`config.mk`:
```
export PLATFORM = sky130hd
export DESIGN_NAME = pipe_hazard_ctrl
export DESIGN_NICKNAME = d
export VERILOG_FILES = /design/src/rtl/pipe_ctrl_pkg.sv /design/src/rtl/pipe_perf_cnt.sv /design/src/rtl/pipe_hazard_ctrl.sv
export SDC_FILE = /design/constraint.sdc
export NUM_CORES = 1
export LEC_CHECK = 0
export ABC_CLOCK_PERIOD_IN_PS = 1700
export BUFFER_PORTS_ARGS = -buffer_cell sky130_fd_sc_hd__clkbuf_2
export CORE_UTILIZATION = 35
export DETAILED_ROUTE_END_ITERATION = 7
export GPL_ROUTABILITY_DRIVEN = 0
export GPL_TIMING_DRIVEN = 0
export PLACE_DENSITY = 0.76
export SLEW_MARGIN = 20
export SYNTH_ARGS = -nofsm -noshare
export SYNTH_HDL_FRONTEND = slang
export SYNTH_SLANG_ARGS = --single-unit
export TNS_END_PERCENT = 20
```
`constraint.sdc`:
```
create_clock -name clk -period 1.7 [get_ports clk]
set_input_delay 0.17 -clock clk [delete_from_list [all_inputs] [get_ports clk]]
set_output_delay 0.17 -clock clk [all_outputs]
set_load 0.01 [all_outputs]
```
`src/rtl/pipe_ctrl_pkg.sv`:
```
// Shared types and constants for the pipeline hazard controller.
// The optional performance counters are enabled with HAZARD_PERF_EN.
package pipe_ctrl_pkg;

  localparam int REG_AW_DEF = 5;
  localparam int PERF_CNT_W = 32;
  localparam int WAIT_CNT_W = 8;

  // Controller states, kept as plain constants for older tool flows.
  typedef logic [1:0] state_t;
  localparam state_t ST_RUN      = 2'd0;
  localparam state_t ST_MEM_WAIT = 2'd1;
  localparam state_t ST_ERROR    = 2'd2;

  typedef struct packed {
    logic pc_write;
    logic if_id_write;
    logic id_ex_write;
    logic ex_mem_write;
    logic if_id_flush;
    logic id_ex_flush;
    logic ex_mem_flush;
    logic mem_wb_bubble;
    logic pc_src;
    logic dmem_req;
    logic err;
  } ctrl_t;

endpackage

```
`src/rtl/pipe_perf_cnt.sv`:
```
// Saturating event counter with enable and asynchronous active-low reset.
module pipe_perf_cnt
  import pipe_ctrl_pkg::*;
#(
  parameter int W = PERF_CNT_W
) (
  input  logic         clk,
  input  logic         rst_n,
  input  logic         en,
  output logic [W-1:0] count
);

  // Sticks at all-ones instead of wrapping so long runs never look small.
  always_ff @(posedge clk or negedge rst_n) begin
    if (!rst_n) begin
      count <= '0;
    end else if (en && (count != {W{1'b1}})) begin
      count <= count + W'(1);
    end
  end

endmodule

```
`src/rtl/pipe_hazard_ctrl.sv`:
```
// Pipeline hold/flush controller with data-memory handshake and timeout watchdog.
// Define HAZARD_PERF_EN to build the stall/flush/load-use performance counters.
module pipe_hazard_ctrl
  import pipe_ctrl_pkg::*;
#(
  parameter int MEM_TIMEOUT = 64,
  parameter int REG_AW      = REG_AW_DEF
) (
  input  logic                  clk,
  input  logic                  rst_n,
  input  logic [REG_AW-1:0]     id_rs1,
  input  logic [REG_AW-1:0]     id_rs2,
  input  logic                  id_ex_MemRead,
  input  logic [REG_AW-1:0]     id_ex_rd,
  input  logic                  ex_mem_Branch,
  input  logic                  ex_mem_zero,
  input  logic                  ex_mem_MemRead,
  input  logic                  ex_mem_MemWrite,
  input  logic                  dmem_ready,
  output logic                  pc_write,
  output logic                  if_id_write,
  output logic                  id_ex_write,
  output logic                  ex_mem_write,
  output logic                  if_id_flush,
  output logic                  id_ex_flush,
  output logic                  ex_mem_flush,
  output logic                  mem_wb_bubble,
  output logic                  pc_src,
  output logic                  dmem_req,
  output logic                  err,
  output logic [PERF_CNT_W-1:0] perf_stall,
  output logic [PERF_CNT_W-1:0] perf_flush,
  output logic [PERF_CNT_W-1:0] perf_loaduse
);

  localparam logic [WAIT_CNT_W-1:0] TIMEOUT_M1 = WAIT_CNT_W'(MEM_TIMEOUT - 1);

  state_t                state_q, state_d;
  logic [WAIT_CNT_W-1:0] wait_q, wait_d;
  ctrl_t                 ctrl, ctrl_gated;

  logic memop, br_taken, load_use;
  logic mem_stall, br_act, lu_act, in_error;

  assign memop    = ex_mem_MemRead | ex_mem_MemWrite;
  assign br_taken = ex_mem_Branch & ex_mem_zero;
  assign load_use = id_ex_MemRead && (id_ex_rd != '0) &&
                    ((id_ex_rd == id_rs1) || (id_ex_rd == id_rs2));

  // The ready cycle of a wait falls back to the RUN equations, so the
  // completing access advances the pipeline in the same cycle.
  always_comb begin
    state_d   = state_q;
    wait_d    = wait_q;
    mem_stall = 1'b0;
    in_error  = 1'b0;
    case (state_q)
      ST_RUN: begin
        if (memop && !dmem_ready) begin
          mem_stall = 1'b1;
          state_d   = ST_MEM_WAIT;
          wait_d    = '0;
        end
      end
      ST_MEM_WAIT: begin
        if (dmem_ready) begin
          state_d = ST_RUN;
          wait_d  = '0;
        end else begin
          mem_stall = 1'b1;
          if (wait_q == TIMEOUT_M1) begin
            state_d = ST_ERROR;
          end else begin
            wait_d = wait_q + WAIT_CNT_W'(1);
          end
        end
      end
      default: begin
        in_error = 1'b1;
        state_d  = ST_ERROR;
      end
    endcase
  end

  // A memory op in MEM outranks a branch there; load-use only acts when
  // nothing above it does, so a pending one reappears once a stall releases.
  assign br_act = !in_error && !mem_stall && !memop && br_taken;
  assign lu_act = !in_error && !mem_stall && !br_act && load_use;

  always_comb begin
    ctrl = '0;
    if (in_error) begin
      ctrl.err = 1'b1;
    end else if (mem_stall) begin
      ctrl.mem_wb_bubble = 1'b1;
      ctrl.dmem_req      = 1'b1;
    end else begin
      ctrl.pc_write     = 1'b1;
      ctrl.if_id_write  = 1'b1;
      ctrl.id_ex_write  = 1'b1;
      ctrl.ex_mem_write = 1'b1;
      ctrl.dmem_req     = memop;
      if (br_act) begin
        ctrl.pc_src       = 1'b1;
        ctrl.if_id_flush  = 1'b1;
        ctrl.id_ex_flush  = 1'b1;
        ctrl.ex_mem_flush = 1'b1;
      end else if (lu_act) begin
        ctrl.pc_write    = 1'b0;
        ctrl.if_id_write = 1'b0;
        ctrl.id_ex_flush = 1'b1;
      end
    end
  end

  always_ff @(posedge clk or negedge rst_n) begin
    if (!rst_n) begin
      state_q <= ST_RUN;
      wait_q  <= '0;
    end else begin
      state_q <= state_d;
      wait_q  <= wait_d;
    end
  end

  // Reset forces every control low at once, even mid-wait.
  assign ctrl_gated = rst_n ? ctrl : '0;

  assign pc_write      = ctrl_gated.pc_write;
  assign if_id_write   = ctrl_gated.if_id_write;
  assign id_ex_write   = ctrl_gated.id_ex_write;
  assign ex_mem_write  = ctrl_gated.ex_mem_write;
  assign if_id_flush   = ctrl_gated.if_id_flush;
  assign id_ex_flush   = ctrl_gated.id_ex_flush;
  assign ex_mem_flush  = ctrl_gated.ex_mem_flush;
  assign mem_wb_bubble = ctrl_gated.mem_wb_bubble;
  assign pc_src        = ctrl_gated.pc_src;
  assign dmem_req      = ctrl_gated.dmem_req;
  assign err           = ctrl_gated.err;

`ifdef HAZARD_PERF_EN
  pipe_perf_cnt #(.W(PERF_CNT_W)) u_perf_stall (
    .clk   (clk),
    .rst_n (rst_n),
    .en    (mem_stall | lu_act),
    .count (perf_stall)
  );

  pipe_perf_cnt #(.W(PERF_CNT_W)) u_perf_flush (
    .clk   (clk),
    .rst_n (rst_n),
    .en    (br_act),
    .count (perf_flush)
  );

  pipe_perf_cnt #(.W(PERF_CNT_W)) u_perf_loaduse (
    .clk   (clk),
    .rst_n (rst_n),
    .en    (lu_act),
    .count (perf_loaduse)
  );
`else
  assign perf_stall   = '0;
  assign perf_flush   = '0;
  assign perf_loaduse = '0;
`endif

endmodule
```
# Yosys cells after proc, flatten, opt, wreduce, memory -nomap -nowiden
# Cells that the tools add are included.
[totals]
latch_bits = 0
rom_bits = 0
out_inout_bits = 107
mem_count = 0
ramBits = 0
regBits = 10
wordCells = 54
[op_classes]
mul = 0
n_eq_ne = 7
shift = 0
n_reduce_logical = 19
order_cmp = 0
n_addsub = 1
mux = 23
n_div = 0
n_bitwise = 2
[ops]
columns = ["operator", "count"]
rows = [
  ["$mux W8", 3],
  ["$pmux W8 S2", 1],
  ["$mux W11", 1],
  ["$eq A5 B5 Y1", 2],
  ["$mux W10", 1],
  ["$mux W2", 5],
  ["$mux W1", 9],
  ["$add A8 B1 Y8 const B", 1],
  ["$eq A8 B6 Y1 const B", 1],
  ["$logic_and A1 B1 Y1", 8],
  ["$mux W7", 1],
  ["$ne A3 B3 Y1 const B", 2],
  ["$reduce_bool A5 Y1", 1],
  ["$logic_not A1 Y1", 4],
  ["$pmux W2 S2", 1],
  ["$reduce_and A3 Y1", 1],
  ["$eq A2 B1 Y1 const B", 1],
  ["$logic_not A2 Y1", 1],
  ["$ne A2 B2 Y1 const B", 1],
  ["$pmux W1 S2", 1],
  ["$reduce_and A2 Y1", 1],
  ["$reduce_bool A2 Y1", 1],
  ["$reduce_or A2 Y1", 1],
  ["$and A1 B1 Y1", 1],
  ["2 further kinds", 2],
]

# Logic depth before layout (Yosys ltp)
# Gate-level depths: netlist (run 1).
[depth]
word_depth = 16
ltp_mapped = 6
mapped_depth_nobuf = 5

# Least setup slack after synthesis (run 1)
# OpenSTA, ideal clock, no wires.
[synth_timing]
path_kind = "register -> register"
from = "register wait_q[0]"
to = "register wait_q[5]"
arrival_ns = 1.661
setup_slack_ns = -0.040
setup_time_ns = 0.079
stages_incl_launch_ff = 7
synth_period_minus_slack_ns = 1.740
path_cell_list = "dfrtp_1 ha_1 and3_4 a41o_2 buf_4 nor4_2 mux2i_1"
[synth_via]
elab_chain_cells = 4
elab_cells_between_ends = 7
classes_between = "add/sub: 1; eq/ne: 2; mux: 3; reduce/logical: 1"
[synth_lines]
columns = ["item", "line_no", "source"]
rows = [
  ["from (decl)", "pipe_hazard_ctrl.sv:39", "logic [WAIT_CNT_W-1:0] wait_q, wait_d;"],
  ["from (signal assigned)", "pipe_hazard_ctrl.sv:122", "wait_q <= wait_d;"],
  ["$add A8 B1 Y8", "pipe_hazard_ctrl.sv:74", "wait_d = wait_q + WAIT_CNT_W'(1);"],
  ["$mux W8", "pipe_hazard_ctrl.sv:71", "if (wait_q == TIMEOUT_M1) begin"],
  ["$mux W8", "pipe_hazard_ctrl.sv:66", "if (dmem_ready) begin"],
  ["$pmux W8 S2", "pipe_hazard_ctrl.sv:57", "case (state_q)"],
]
# Parallel ways exist; a longest one is shown, timed or not. The select of a mux whose other input is x is not followed.
# A chain may end at the register's enable or synchronous reset.

# Worst setup path in the final report (run 1)
[layout_timing]
from = "register wait_q[0]"
to = "register wait_q[3]"
# Same word-level chain as after synthesis.

==> impl_results.rst, run 1 <==
.. list-table::
   :header-rows: 1

   * - Metric
     - Value
   * - Share of post-route cells with drive strength above 1
     - 0.495
   * - Diodes inserted
     - 0
   * - Kind of path behind the tightest hold check
     - in -> reg
   * - Final design instance area without fill
     - 0.00235 mm2
   * - Outcome
     - complete, no violations
   * - Reg2reg setup slack
     - 10 ps
   * - Worst voltage drop across the vdd grid
     - 0.000169 V
   * - Largest net degree at the start of global routing
     - 11
   * - Initial Utilization
     - 0.375
   * - Row count
     - 23
   * - Seq cells post-synth
     - 10
   * - Fraction of registers with async set/reset
     - 1.00
   * - Worst-path cell chain
     - ha_2, and3_4, a41o_4, or4_4, a21oi_2
   * - Leak pwr
     - 1.41 nW
   * - Sequential cell area
     - 251 um2
   * - Starting DRT DRC Count
     - 22
   * - DR WL/cell
     - 8.82 um
   * - Clock root cell
     - sky130_fd_sc_hd__clkbuf_8
   * - DR vias/cell
     - 3.64
   * - Synthesized-area fraction occupied by xor and xnor cells
     - 0.0625
   * - Synthesized instance count
     - 189
   * - Category of the worst setup path capture point
     - flop
   * - Top Family by Delay on Critical Path
     - simple AND/OR/NAND/NOR gates
   * - Minimum setup slack in the final design
     - 10.7 ps
   * - Cell with the largest stage delay on the worst path
     - sky130_fd_sc_hd__or4_4
   * - Startpoint types
     - flop
   * - Critical Path RT
     - 1870 ps
   * - Total of fill cells in the finished design
     - 388
   * - Number of ports placed on the die boundary
     - 130
   * - Maximum capacitance violations
     - 0
   * - TritonCTS clock tree
     - built
   * - DRT Wirelength
     - 3340 um
   * - Kind of critical path
     - reg -> reg
   * - Hold slack final
     - 139 ps
   * - Register area share after synthesis
     - 0.162
   * - Die area
     - 0.00467 mm2
   * - Number of buffer and inverter stages on the critical path
     - 0
   * - Peak fanout along the critical path
     - 5
   * - Placed cell area
     - 0.00214 mm2
   * - Total global-route track usage
     - 0.123
   * - Final setup violation count
     - 0
   * - Drt first pass iters
     - 4
   * - TritonCTS Sinks
     - 10
   * - HPWL after detailed placement
     - 2650 um
   * - Share of the clock period used by the worst path
     - 0.994
   * - Simple-gate portion of the synthesized area
     - 0.118
   * - Mean instance size in the synthesized netlist
     - 8.16 um2
   * - Cell area power density
     - 418 mW/mm2
   * - Area of the placeable core
     - 0.00412 mm2
   * - Pre-CTS setup slack
     - -122 ps
   * - Dominant synthesized flop cell
     - sky130_fd_sc_hd__dfrtp_1
   * - Largest family of logic cells by synthesized area
     - buffers and inverters
   * - Syn. warnings
     - 0
   * - DR vias
     - 1380
   * - Final layout net count
     - 354
   * - Setup repair after global routing missed its margin
     - yes
   * - Max transition margin
     - 0.559
   * - Combined area of the multi-input logic cells
     - 950 um2
   * - # port buffers
     - 32
   * - Sum of internal, switching and leakage power
     - 985 uW
   * - CP Data Arrival Time
     - 1860 ps
   * - Number of buffers on the longest clock path
     - 2
   * - Distinct cell type count of the synthesized netlist
     - 37
   * - Post-synthesis to final-layout area growth
     - 52.8%
   * - Post-Syn Area
     - 0.00154 mm2
   * - Number of global-route vias before repair
     - 1017
   * - Post-synthesis share of cell area spent on full adders, half adders and majority gates
     - 0.00812
   * - H-tree depth
     - 1
   * - Number of slew-limit violations in the final report
     - 0
   * - Min Clock Period, post-route
     - 1690 ps
   * - Slowest Stage Delay on Critical Path
     - 480 ps
   * - Width of the die
     - 68.4 um
   * - Hold violation count in the final report
     - 0
   * - Initial antenna violation count
     - 0
   * - Drt drc
     - 0
   * - Multiplexer fraction of the synthesized cell area
     - 0.0195
   * - Slew @ Worst Pin
     - 660 ps
   * - Share of the synthesized area in compound gates (AO/OA/AOI/OAI)
     - 0.116
   * - EDFF count, synth
     - 0
   * - Insertion delay of the later-clocked pin in the worst-skew pair
     - 240 ps
   * - Global route overflow
     - 0
   * - Height of the chip
     - 68.4 um
   * - Final Skew
     - 0.457 ps
   * - Max Clock Freq
     - 0.592 GHz
   * - Number of clock buffers inserted by TritonCTS
     - 3
   * - Clock slew seen by the registers of the worst setup and hold paths
     - 50 ps
   * - Final ANT Viol Nets
     - 0
   * - First-pass GRT wire length
     - 4380 um
   * - Final Core Density
     - 0.572
-- worst paths after layout --
path	startpoint	to	cells past startpoint
max reg2reg	wait_q[0]$_DFFE_PN0P_	wait_q[3]$_DFFE_PN0P_	5
min	dmem_ready	state_q[0]$_DFFE_PN0P_	2
min in group asynchronous	rst_n	wait_q[6]$_DFFE_PN0P_	2
min reg2reg	wait_q[1]$_DFFE_PN0P_	wait_q[1]$_DFFE_PN0P_	2
max	wait_q[0]$_DFFE_PN0P_	wait_q[3]$_DFFE_PN0P_	5
max in group asynchronous	rst_n	state_q[0]$_DFFE_PN0P_	2
-- cell type report --
class,instances,area share
Buffer,103,0.334
Clock buffer,4,0.0234
Inverter,3,0.00478
Multi-Input combinational cell,167,0.403
Sequential cell,10,0.107
Tap cell,50,0.0266
Timing Repair Buffer,42,0.101
-- cells by family (layout without fill, tap and decap cells) --
family,after synthesis,in the layout
buffers and inverters,107,152
and+or+nand+nor,30,30
xor gates and xnor gates,11,11
DFF,10,10
AOI/OAI and AO/OA,26,26
muxes,3,3
adders and majority gates,1,1
other,1,96
-- through the flow --
| step | TNS, ps | std cells |
|---|---|---|
| after floorplan | 0 | 284 |
| after global placement | -368 | 366 |
| after detailed placement | -481 | 366 |
| after CTS | -40.1 | 374 |
| after global routing | -142 | 379 |
| final | 0 | 379 |
-- synth_stat cells, drive strengths merged (3+ instances only) --
library cell  number  area (um2)
nor4               3        25.0
a21oi              4        20.0
o21bai             4        30.0
nor2               6        22.5
nor3               4        20.0
inv                3        11.3
o31ai              3        22.5
xor2              10        87.6
o21ai              9        45.0
buf              102         769
mux2i              3        30.0
dfrtp             10         250
-- per-layer routing --
layer	up-vias	track usage	wire, um
met3	4	0.0317	410
li1	714	-	-
met2	76	0.230	1770
met5	-	0	0
met4	0	0.0391	22
met1	586	0.131	1140
-- state kept, by name, indices dropped and copies added (netlist names) --
register	cells
wait_q	8
state_q	2
-- cell usage in the layout, fill, tap and decap left out, types with 3 or more instances in the layout --
cell,instances
sky130_fd_sc_hd__xor2_1,10
sky130_fd_sc_hd__o21ai_0,8
sky130_fd_sc_hd__o31ai_1,3
sky130_fd_sc_hd__nor2_1,6
sky130_fd_sc_hd__o21bai_1,3
sky130_fd_sc_hd__a21oi_1,3
sky130_fd_sc_hd__dfrtp_1,9
sky130_fd_sc_hd__inv_1,3
sky130_fd_sc_hd__conb_1,96
sky130_fd_sc_hd__buf_4,109
sky130_fd_sc_hd__nor3_1,3
sky130_fd_sc_hd__clkbuf_2,31
sky130_fd_sc_hd__clkbuf_8,5
sky130_fd_sc_hd__mux2i_1,3
-- worst register-to-register path, stage by stage, from the launching register on --
cell                      delay, ps
sky130_fd_sc_hd__dfrtp_1        400
sky130_fd_sc_hd__ha_2           190
sky130_fd_sc_hd__and3_4         190
sky130_fd_sc_hd__a41o_4         230
sky130_fd_sc_hd__or4_4          480
sky130_fd_sc_hd__a21oi_2        120
-- power by group --
group          leakage (nW)  switching [mW]  total (mW)  internal [mW]
logic                  1.25           0.211       0.433          0.222
registers             0.135         0.00598       0.251          0.245
clock network        0.0288          0.0967       0.301          0.204
total                  1.41           0.313       0.985          0.671
-- timing repair --
| item | 4_1_cts | 5_1_grt |
|---|---|---|
| gates resized for setup | 11 | 9 |
| pin swaps | 4 | 4 |
| buffers inserted | 4 | 5 |
| hold endpoints to repair | 10 | 0 |
| hold buffers | 1 | 0 |
| setup endpoints to repair | 12 | 12 |
Note: power is estimated with default switching activity, not from simulation.
==> run 2: changes to the inputs <==
--- a/config.mk
+++ b/config.mk
@@ -12,6 +12,7 @@
 export GPL_ROUTABILITY_DRIVEN = 0
 export GPL_TIMING_DRIVEN = 0
 export PLACE_DENSITY = 0.76
+export RECOVER_POWER = 50
 export SLEW_MARGIN = 20
 export SYNTH_ARGS = -nofsm -noshare
 export SYNTH_HDL_FRONTEND = slang
==> impl_results.rst, run 2 (same netlist as run 1, synthesis figures left out) <==
.. list-table::
   :header-rows: 1

   * - Metric
     - Value
   * - Maximum capacitance violations
     - 0 (unchanged)
   * - Number of ports placed on the die boundary
     - 130 (unchanged)
   * - Slowest Stage Delay on Critical Path
     - 480 ps (about the same)
   * - Worst-path cell chain
     - ha_2, and3_4, a41o_4, or4_4, a21oi_2
   * - Power Internal
     - 671 uW (about the same)
   * - Number of buffers on the longest clock path
     - 2 (unchanged)
   * - Peak fanout along the critical path
     - 5 (unchanged)
   * - Initial antenna violation count
     - 0 (unchanged)
   * - Met2 WL post-DR
     - 1770 um (unchanged)
   * - Cell area power density
     - 418 mW/mm2 (about the same)
   * - Final setup violation count
     - 0 (unchanged)
   * - Clock root cell
     - sky130_fd_sc_hd__clkbuf_8
   * - DR vias
     - 1378 (-0.14%)
   * - Width of the die
     - 68.4 um (unchanged)
   * - Kind of path behind the tightest hold check
     - in -> reg
   * - Slew @ Worst Pin
     - 660 ps (+0.677 ps)
   * - Clock slew seen by the registers of the worst setup and hold paths
     - 50 ps (about the same)
   * - Final layout net count
     - 354 (unchanged)
   * - Drt drc
     - 0 (unchanged)
   * - Critical Path RT
     - 1870 ps (about the same)
   * - Number of global-route vias before repair
     - 1017 (unchanged)
   * - Global route overflow
     - 0 (unchanged)
   * - Share of post-route cells with drive strength above 1
     - 0.489 (-0.00608)
   * - Cell with the largest stage delay on the worst path
     - sky130_fd_sc_hd__or4_4
   * - # port buffers
     - 32 (unchanged)
   * - Initial Utilization
     - 0.375 (unchanged)
   * - Max Clock Freq
     - 0.592 GHz (about the same)
   * - HPWL after detailed placement
     - 2650 um (unchanged)
   * - Die area
     - 0.00467 mm2 (unchanged)
   * - Row count
     - 23 (unchanged)
   * - TritonCTS Sinks
     - 10 (unchanged)
   * - Commonest cells after routing, fill and taps aside
     - 109 x sky130_fd_sc_hd__buf_4, 96 x sky130_fd_sc_hd__conb_1, 29 x sky130_fd_sc_hd__clkbuf_2
   * - Hold violation count in the final report
     - 0 (unchanged)
   * - Leak pwr
     - 1.40 nW (-0.47%)
   * - Final Skew
     - 0.457 ps (unchanged)
   * - Max FFs per register
     - 8 (unchanged)
   * - Worst voltage drop across the vdd grid
     - 0.000169 V (about the same)
   * - First-pass GRT wire length
     - 4380 um (unchanged)
   * - Sum Neg Setup Slack
     - 0 ps (unchanged)
   * - Wire length the detailed router placed on met1
     - 1140 um (+0.44%)
   * - DRT Wirelength
     - 3350 um (+0.24%)
   * - Largest net degree at the start of global routing
     - 11 (unchanged)
   * - Final design instance area without fill
     - 0.00235 mm2 (-0.11%)
   * - Number of clock buffers inserted by TritonCTS
     - 3 (unchanged)
   * - Registers with the most flip-flops
     - wait_q (8), state_q (2)
   * - TritonCTS clock tree
     - built
   * - Most common cell after layout, fill and taps aside
     - sky130_fd_sc_hd__buf_4
   * - Total global-route track usage
     - 0.123 (unchanged)
   * - Post-synthesis to final-layout area growth
     - 52.6%
   * - H-tree depth
     - 1 (unchanged)
   * - Min Clock Period, post-route
     - 1690 ps (-0.0102 ps)
   * - Detailed route wirelength on metal3
     - 414 um (+0.98%)
   * - Outcome
     - complete, no violations
   * - Proportion of power drawn by flip-flops and latches
     - 0.255 (about the same)
   * - DR WL/cell
     - 8.84 um (+0.24%)
   * - Area of the placeable core
     - 0.00412 mm2 (unchanged)
   * - Part of the power in the clock network
     - 0.305 (about the same)
   * - Switching part of the total
     - 0.319 (about the same)
   * - Share of the clock period used by the worst path
     - 0.994 (about the same)
   * - Final ANT Viol Nets
     - 0 (unchanged)
   * - Number of slew-limit violations in the final report
     - 0 (unchanged)
   * - Startpoint types
     - flop
   * - Category of the worst setup path capture point
     - flop
   * - Kind of critical path
     - reg -> reg
   * - Relative contribution of combinational cells to total power
     - 0.440 (about the same)
   * - Placed cell area
     - 0.00214 mm2 (unchanged)
   * - Top reg by flops
     - wait_q
   * - Insertion delay of the later-clocked pin in the worst-skew pair
     - 240 ps (about the same)
   * - Switching power
     - 314 uW (about the same)
   * - CP Data Arrival Time
     - 1860 ps (about the same)
   * - Height of the chip
     - 68.4 um (unchanged)
   * - Diodes inserted
     - 0 (unchanged)
   * - Uppermost metal layer occupied by signal nets
     - met4
   * - Starting DRT DRC Count
     - 22 (unchanged)
   * - DR vias/cell
     - 3.64 (-0.14%)
   * - Drt first pass iters
     - 4 (unchanged)
   * - Max transition margin
     - 0.558 (about the same)
   * - Sum of internal, switching and leakage power
     - 984 uW (about the same)
   * - Setup repair after global routing missed its margin
     - yes
   * - Total of fill cells in the finished design
     - 388 (unchanged)
-- run 2: cell count changes in the layout (fill, tap and decap cells not counted) --
cell	change
sky130_fd_sc_hd__clkbuf_1	+2
sky130_fd_sc_hd__clkbuf_2	-2
-- run 2: metal layers --
metal,track usage,vias to the layer above
met5,0,-
met4,0.0391,0
met3,0.0317,4
met2,0.230,76
met1,0.131,584
li1,-,714
-- run 2: path summary, 6_finish.rpt --
kind | from | to | slack [ps] | depth (start not counted)
setup / recovery | wait_q[0]$_DFFE_PN0P_ | wait_q[3]$_DFFE_PN0P_ | 10 | 5
setup reg to reg | wait_q[0]$_DFFE_PN0P_ | wait_q[3]$_DFFE_PN0P_ | 10 | 5
hold / removal | dmem_ready | state_q[0]$_DFFE_PN0P_ | 140 | 2
min in group asynchronous | rst_n | wait_q[6]$_DFFE_PN0P_ | 500 | 2
hold reg to reg | wait_q[1]$_DFFE_PN0P_ | wait_q[1]$_DFFE_PN0P_ | 560 | 2
max in group asynchronous | rst_n | state_q[0]$_DFFE_PN0P_ | 860 | 2
-- run 2: through the flow --
step | utilization | instances | hold slack (ps) | setup WS, ps
final | 0.572 | 379 | 139 | 10.7
after global routing | 0.572 | 379 | 145 | -62.1
after CTS | 0.554 | 374 | 138 | -25.1
after detailed placement | 0.521 | 366 | 69.3 | -122
after global placement | 0.521 | 366 | 65.9 | -96.6
after floorplan | - | 284 | -126 | 0.210
-- run 2: critical path, delay by kind of cell (launching register included) --
family,cells,cell delay (ps)
simple gates,2,670
fa+ha+maj,1,190
flops,1,400
compound gates,2,350
-- run 2: cell type report --
class,instances,area [um2],area share
Sequential cell,10,251,0.107
Tap cell,50,62.6,0.0266
Clock buffer,4,55.1,0.0234
Inverter,3,11.3,0.00479
Timing Repair Buffer,42,235,0.100
Multi-Input combinational cell,167,950,0.404
Buffer,103,787,0.335
-- run 2: repair_timing --
action	in CTS	in global routing
resized for setup	11	9
endpoints found under the hold margin	10	0
setup buffers	4	5
hold buffers	1	0
pin swaps	4	4
endpoints found under the setup margin	12	12
-- run 2: power by group through the flow --
stage                     clock network, mW  logic [mW]  registers (mW)
final                                 0.301       0.433           0.251
after global routing                  0.318       0.482           0.251
after CTS                             0.304       0.406           0.253
after detailed placement                  0       0.393           0.253
after global placement                    0       0.390           0.253
after floorplan                           0       0.333           0.252
